`src/rtl/haraka_ffwd_trunc.sv`:
```
// -----------------------------------------------------------------------------
// haraka_ffwd_trunc
//
// Output stage behind the Haraka-512 permutation core. Every message issued to
// the core is parked here until its permuted state comes back. The stage then
// forms the feed-forward F = perm_out ^ msg, truncates F to the 256-bit
// Haraka-512 digest and delivers it over a valid/ready interface. An in-flight
// job counter throttles msg_ready so that core results, which cannot be
// stalled, always find room in the digest FIFO.
//
// Only the four digest lanes are buffered for each message: the other 256 bits
// of F are discarded by the truncation, so they are never stored.
//
// Optional feature macro: HARAKA_FFWD_ERR_EN
//   defined   : adds err_orphan (sticky orphan flag) and orphan_cnt
//               (saturating 8-bit orphan counter) outputs
//   undefined : orphan results are dropped silently, no extra ports
//
// Ports
//   clk           in   1    clock, all logic on posedge
//   reset         in   1    synchronous, active-high; clears all state
//   msg_valid     in   1    msg issued to the permutation core this cycle
//   msg           in   512  message, same value/cycle as seen by the core
//   msg_ready     out  1    space for a new job (registered)
//   perm_valid    in   1    core presents a finished state this cycle
//   perm_out      in   512  permuted state
//   digest_valid  out  1    digest holds a result (registered)
//   digest_ready  in   1    downstream accepts digest
//   digest        out  256  truncated feed-forward result (registered)
//   err_orphan    out  1    [HARAKA_FFWD_ERR_EN] sticky orphan-result flag
//   orphan_cnt    out  8    [HARAKA_FFWD_ERR_EN] saturating orphan count
// -----------------------------------------------------------------------------
module haraka_ffwd_trunc #(
    parameter int DEPTH = 4
) (
    input  logic         clk,
    input  logic         reset,
    input  logic         msg_valid,
    input  logic [511:0] msg,
    output logic         msg_ready,
    input  logic         perm_valid,
    input  logic [511:0] perm_out,
    output logic         digest_valid,
    input  logic         digest_ready,
    output logic [255:0] digest
`ifdef HARAKA_FFWD_ERR_EN
    ,
    output logic         err_orphan,
    output logic [7:0]   orphan_cnt
`endif
);

    localparam int PTR_W = $clog2(DEPTH);

    // Pointers carry one extra wrap bit to tell full from empty.
    typedef logic [PTR_W:0] ptr_t;

    localparam ptr_t ONE_C   = ptr_t'(1);
    localparam ptr_t DEPTH_C = ptr_t'(DEPTH);

    // Message FIFO: holds only the lanes that survive truncation.
    logic [255:0] msg_mem_r [DEPTH];
    ptr_t         msg_wr_ptr_r;
    ptr_t         msg_rd_ptr_r;

    // Digest FIFO; its head is mirrored into the registered output.
    logic [255:0] dg_mem_r [DEPTH];
    ptr_t         dg_wr_ptr_r;
    ptr_t         dg_rd_ptr_r;

    ptr_t         inflight_r;
    logic         msg_ready_r;
    logic         digest_valid_r;
    logic [255:0] digest_r;

    logic         accept_s;
    logic         msg_empty_s;
    logic         retire_s;
    logic         pop_s;
    logic [255:0] msg_trunc_s;
    logic [255:0] perm_trunc_s;
    logic [255:0] retire_digest_s;
    ptr_t         dg_rd_next_s;
    ptr_t         dg_wr_next_s;
    logic         dg_empty_next_s;
    logic [255:0] head_next_s;
    ptr_t         inflight_next_s;

    // Lanes of F dropped by the truncation never reach any logic.
    logic msg_unused_s;
    logic perm_unused_s;

    assign msg_unused_s  = ^{msg[511:448], msg[383:320], msg[191:128], msg[63:0]};
    assign perm_unused_s = ^{perm_out[511:448], perm_out[383:320],
                             perm_out[191:128], perm_out[63:0]};

    // Truncation commutes with XOR, so truncate each operand first.
    assign msg_trunc_s  = {msg[447:384], msg[319:256], msg[255:192], msg[127:64]};
    assign perm_trunc_s = {perm_out[447:384], perm_out[319:256],
                           perm_out[255:192], perm_out[127:64]};

    assign accept_s        = msg_valid & msg_ready_r;
    assign msg_empty_s     = (msg_wr_ptr_r == msg_rd_ptr_r);
    assign retire_s        = perm_valid & ~msg_empty_s;
    assign pop_s           = digest_valid_r & digest_ready;
    assign retire_digest_s = perm_trunc_s ^ msg_mem_r[msg_rd_ptr_r[PTR_W-1:0]];

    assign dg_rd_next_s    = pop_s    ? (dg_rd_ptr_r + ONE_C) : dg_rd_ptr_r;
    assign dg_wr_next_s    = retire_s ? (dg_wr_ptr_r + ONE_C) : dg_wr_ptr_r;
    assign dg_empty_next_s = (dg_rd_next_s == dg_wr_next_s);

    // Next head of the digest FIFO: bypass the retiring digest when it lands
    // in an otherwise empty FIFO, giving one-cycle perm_valid -> digest_valid.
    always_comb begin
        head_next_s = dg_mem_r[dg_rd_next_s[PTR_W-1:0]];
        if (retire_s && (dg_rd_next_s == dg_wr_ptr_r)) begin
            head_next_s = retire_digest_s;
        end else begin
            head_next_s = dg_mem_r[dg_rd_next_s[PTR_W-1:0]];
        end
    end

    // Next in-flight count: accepts add, digest handshakes retire a job.
    always_comb begin
        inflight_next_s = inflight_r;
        case ({accept_s, pop_s})
            2'b10:   inflight_next_s = inflight_r + ONE_C;
            2'b01:   inflight_next_s = inflight_r - ONE_C;
            default: inflight_next_s = inflight_r;
        endcase
    end

    // FIFO storage writes; contents are don't-care while the pointers say empty.
    always_ff @(posedge clk) begin
        if (accept_s) begin
            msg_mem_r[msg_wr_ptr_r[PTR_W-1:0]] <= msg_trunc_s;
        end
        if (retire_s) begin
            dg_mem_r[dg_wr_ptr_r[PTR_W-1:0]] <= retire_digest_s;
        end
    end

    // Pointer, in-flight count and msg_ready bookkeeping.
    always_ff @(posedge clk) begin
        if (reset) begin
            msg_wr_ptr_r <= '0;
            msg_rd_ptr_r <= '0;
            dg_wr_ptr_r  <= '0;
            dg_rd_ptr_r  <= '0;
            inflight_r   <= '0;
            msg_ready_r  <= 1'b0;
        end else begin
            msg_wr_ptr_r <= accept_s ? (msg_wr_ptr_r + ONE_C) : msg_wr_ptr_r;
            msg_rd_ptr_r <= retire_s ? (msg_rd_ptr_r + ONE_C) : msg_rd_ptr_r;
            dg_wr_ptr_r  <= dg_wr_next_s;
            dg_rd_ptr_r  <= dg_rd_next_s;
            inflight_r   <= inflight_next_s;
            msg_ready_r  <= (inflight_next_s < DEPTH_C);
        end
    end

    // Registered show-ahead output; digest holds its last value when empty.
    always_ff @(posedge clk) begin
        if (reset) begin
            digest_valid_r <= 1'b0;
            digest_r       <= 256'd0;
        end else begin
            digest_valid_r <= ~dg_empty_next_s;
            if (!dg_empty_next_s) begin
                digest_r <= head_next_s;
            end else begin
                digest_r <= digest_r;
            end
        end
    end

    assign msg_ready    = msg_ready_r;
    assign digest_valid = digest_valid_r;
    assign digest       = digest_r;

`ifdef HARAKA_FFWD_ERR_EN
    logic       orphan_s;
    logic       err_orphan_r;
    logic [7:0] orphan_cnt_r;

    // A result with no parked message is an orphan (e.g. job predates reset).
    assign orphan_s = perm_valid & msg_empty_s;

    // Sticky orphan flag and saturating orphan counter.
    always_ff @(posedge clk) begin
        if (reset) begin
            err_orphan_r <= 1'b0;
            orphan_cnt_r <= 8'd0;
        end else if (orphan_s) begin
            err_orphan_r <= 1'b1;
            orphan_cnt_r <= (orphan_cnt_r != 8'hFF) ? (orphan_cnt_r + 8'd1) : orphan_cnt_r;
        end else begin
            err_orphan_r <= err_orphan_r;
            orphan_cnt_r <= orphan_cnt_r;
        end
    end

    assign err_orphan = err_orphan_r;
    assign orphan_cnt = orphan_cnt_r;
`endif

endmodule

```
`config.mk`:
```
export PLATFORM = sky130hd
export DESIGN_NAME = haraka_ffwd_trunc
export DESIGN_NICKNAME = d
export VERILOG_FILES = /design/src/rtl/haraka_ffwd_trunc.sv
export SDC_FILE = /design/constraint.sdc
export NUM_CORES = 2
export LEC_CHECK = 0
export ABC_AREA = 1
export BUFFER_PORTS_ARGS = -buffer_cell sky130_fd_sc_hd__buf_2
export CORE_AREA = 2 2 505 507
export CTS_CLUSTER_DIAMETER = 30
export DETAILED_ROUTE_END_ITERATION = 10
export DIE_AREA = 0 0 507 509
export PLACE_DENSITY = 0.57
export RECOVER_POWER = 50
export SLEW_MARGIN = 10
export SYNTH_ARGS = -nofsm -noshare
export SYNTH_HDL_FRONTEND = slang
export SYNTH_SLANG_ARGS = --single-unit
```
`constraint.sdc`:
```
create_clock -name clk -period 30.7 [get_ports clk]
set_clock_uncertainty 0.15 [all_clocks]
set_input_delay 3.07 -clock clk [delete_from_list [all_inputs] [get_ports clk]]
set_output_delay 3.07 -clock clk [all_outputs]
set_load 0.005 [all_outputs]
```
==> reports/qor.yml <==
die_w_um: 507
power_density_nw_per_um2: 103
portBuffers: 774
drt_iter0_markers: 5490
rsz0062_at_grt: "false"
totalWireLength_mm: 289
grt_pass1_wl_mm: 417
numCtsBuffers: 469
synth_mux_area_frac: 0
io_pins: 1287
first_pass_iters: 5
crit_required_ns: 31.35
end_kind: "flop"
htreeDepth: 5
synth_xor_area_frac: 0.0241
synth_compound_area_frac: 0.0420
postSynthCellCount: 8453
violations: "capacitance limit, slew limit"
dp_cells: 12200
cp_slowest_cell: "clkbuf_1"
drive_gt1_frac: 0.141
clock.fmax_mhz: 77.9
start_kind: "input port"
cpMostUsedCell: "nand2_1"
cts-root-buf: "clkbuf_16"
avgSynthCellArea_um2: 11.1
synth_top_family_by_area: "simple AND/OR/NAND/NOR gates"
reg2reg_to: "digest[43]"
cts_tree: "yes"
min_path_cells: 2
p_seq_frac: 0.343
start_util: 0.372
ys_seq_area_frac: 0.713
timing.final.ws_setup_ns: 17.86
worstSetupPathType: "in -> reg"
p_clk_frac: 0.419
fin_crit_sh: 0.418
power_leakage_nw: 44.3
swShare: 0.315
slew_viol_final: 1522
p_switching_w: 0.00375
rows: 185
hold_violations: 0
place_ws_ns: 22.25
p_total_w: 0.0119
postRouteAntennaNets: 0
ys_warn_count: 0
fin_cells: 13100
grtUsageTotal: 0.217
ys_seq_elements: 2323
cap_violations: 19
clockBufferDepth: 4
dp.final_hpwl_mm: 169
worstRegToRegCells: 13
fin_nets: 10300
status: "complete, but fails checks"
grt_max_degree: 202
synthesis.area_um2: 93900
p_comb_frac: 0.238
core_area_um2: 253000
worstPathCellList: "clkbuf_1 -> nand2_1 -> nand2_1 -> o21ai_4 -> clkbuf_1 -> nand2_1 -> nand2_4 -> buf_4 -> buf_4 -> nand3_1 -> nand2_1 -> nor2_1"
finalCriticalPeriod_ns: 12.84
max-slew-margin-rel: -5.11
ir_worst_vdd_mv: 0.0699
tightest_slew_ns: 9.16
crit_buf_inv: 4
synth.distinct_cells: 28
hold_buffers: 0
gp_congestion: 0.783
tns_ns: 0
min_from: "digest[22]"
post_cts_buffers: 0
clkTransAtPathRegs_ns: 0.05
clk_latency_ns: 1.02
syn_to_final_growth_pct: 23.7
dr_total_vias: 65600
r2r_setup_slack_ns: 18.15
path_max_fanout: 149
fillers: 23000
detail_route.wl_per_cell_um: 22.1
die_h_um: 509
cell_internal_pwr_w: 0.00818
vias_per_cell: 5.00
drc: 0
gr-total-overflow: 0
antenna_found_initial: 115
post_cts_resized: 0
dieArea_um2: 258000
post-route-util: 0.460
cp.arrival_ns: 13.49
synth_simple_gate_area_frac: 0.184
crit_family: "buffers and inverters"
synth_fa_ha_area_frac: 0.00168
slowest_delay_ns: 6.23
cts_sinks: 2323
min_path_type: "reg -> reg"
synth.net_count: 9494
finalSetupViolCount: 0
hold_path_end: "digest[22]"
grt_pass1_vias: 64000
-- cells in the mapped netlist (all sizes together) --
| library cell | number | area [um^2] |
|---|---|---|
| ha | 11 | 138 |
| a21oi | 10 | 50.1 |
| inv | 287 | 1080 |
| fa | 1 | 20.0 |
| nand3 | 780 | 3910 |
| nand2 | 2397 | 9010 |
| o21bai | 1 | 7.51 |
| o21ai | 522 | 2620 |
| nor2 | 1149 | 4330 |
| or2 | 1 | 6.26 |
| o22ai | 203 | 1270 |
| clkbuf | 289 | 1080 |
| dfxtp | 275 | 5510 |
| buf | 218 | 1140 |
| xor2 | 1 | 8.76 |
| edfxtp | 2048 | 61500 |
| xnor2 | 257 | 2250 |
| nand3b | 2 | 15.0 |
| and3 | 1 | 6.26 |
-- logic make-up after synthesis --
family / count (synthesis)
fa+ha+maj: 12
compound gates: 736
simple gates: 4330
buf+inv: 794
xor+xnor: 258
flops: 2323
-- flip-flops by register name, summed over array words and instances (netlist names), named ones only --
name          cells
dg_wr_ptr_r       3
msg_wr_ptr_r      3
inflight_r        2
dg_rd_ptr_r       3
digest_valid      1
msg_mem_r      1024
dg_mem_r       1024
msg_rd_ptr_r      3
msg_ready         1
digest          256
-- power by group through the flow --
stage                     Sequential [W]  Combinational, W  Clock [W]
after CTS                        0.00408           0.00283    0.00507
after global placement           0.00412           0.00278          0
after floorplan                  0.00419           0.00176          0
final                            0.00409           0.00284    0.00500
after global routing             0.00412           0.00316    0.00523
after detailed placement         0.00413           0.00282          0
-- metrics by stage --
stage / area [um^2] / hold WS [ns]
2_1_floorplan: 93900 / 0.293
3_3_place_gp: 101000 / 0.304
3_5_place_dp: 101000 / 0.318
4_1_cts: 117000 / 0.329
5_1_grt: 116000 / 0.344
6_report: 116000 / 0.325
-- routing by layer --
layer | up-vias | track usage | routed length, um
li1 | 30600 | - | -
met1 | 32100 | 0.273 | 119000
met2 | 2251 | 0.346 | 133000
met3 | 502 | 0.0834 | 30100
met5 | - | 0 | 662
met4 | 110 | 0.0659 | 6710
-- area by class of cell --
type	count	area, um^2	area share
clock buffer	569	12400	0.106
clock inverter	292	3420	0.0294
multi-input combinational	5336	23700	0.204
tap	3366	4210	0.0362
antenna	60	150	0.00129
sequential	2323	67000	0.576
inverter	287	1100	0.00943
timing repair buffer	869	4280	0.0369
-- tightest hold or removal path, delay by kind of cell (launching register included) --
kind	cells	cell delay (ns)
simple gates	2	0.12
flops	1	0.32
-- layout by cell type (no fill, tap or decap), drive strengths merged, types with 64 or more instances in the layout --
cell type	n
nand2	2397
xnor2	257
edfxtp	2048
o21ai	522
clkinv	164
clkbuf	839
bufinv	64
o22ai	203
dfxtp	275
nand3	780
buf	599
inv	298
nor2	1149
-- how the worst max path moves through the flow --
stage	depth (start not counted)	slack, ns	from	end
6_report	12	17.86	digest_ready	digest[0]
5_1_grt	13	17.11	flop	digest[28]
2_1_floorplan	4	15.66	msg_valid	msg_wr_ptr_r[2]
3_3_place_gp	17	22.25	digest_ready	digest[18]
4_1_cts	17	23.28	digest_ready	digest[18]
3_5_place_dp	17	22.25	digest_ready	digest[18]
(Power assumes the default switching activity.)
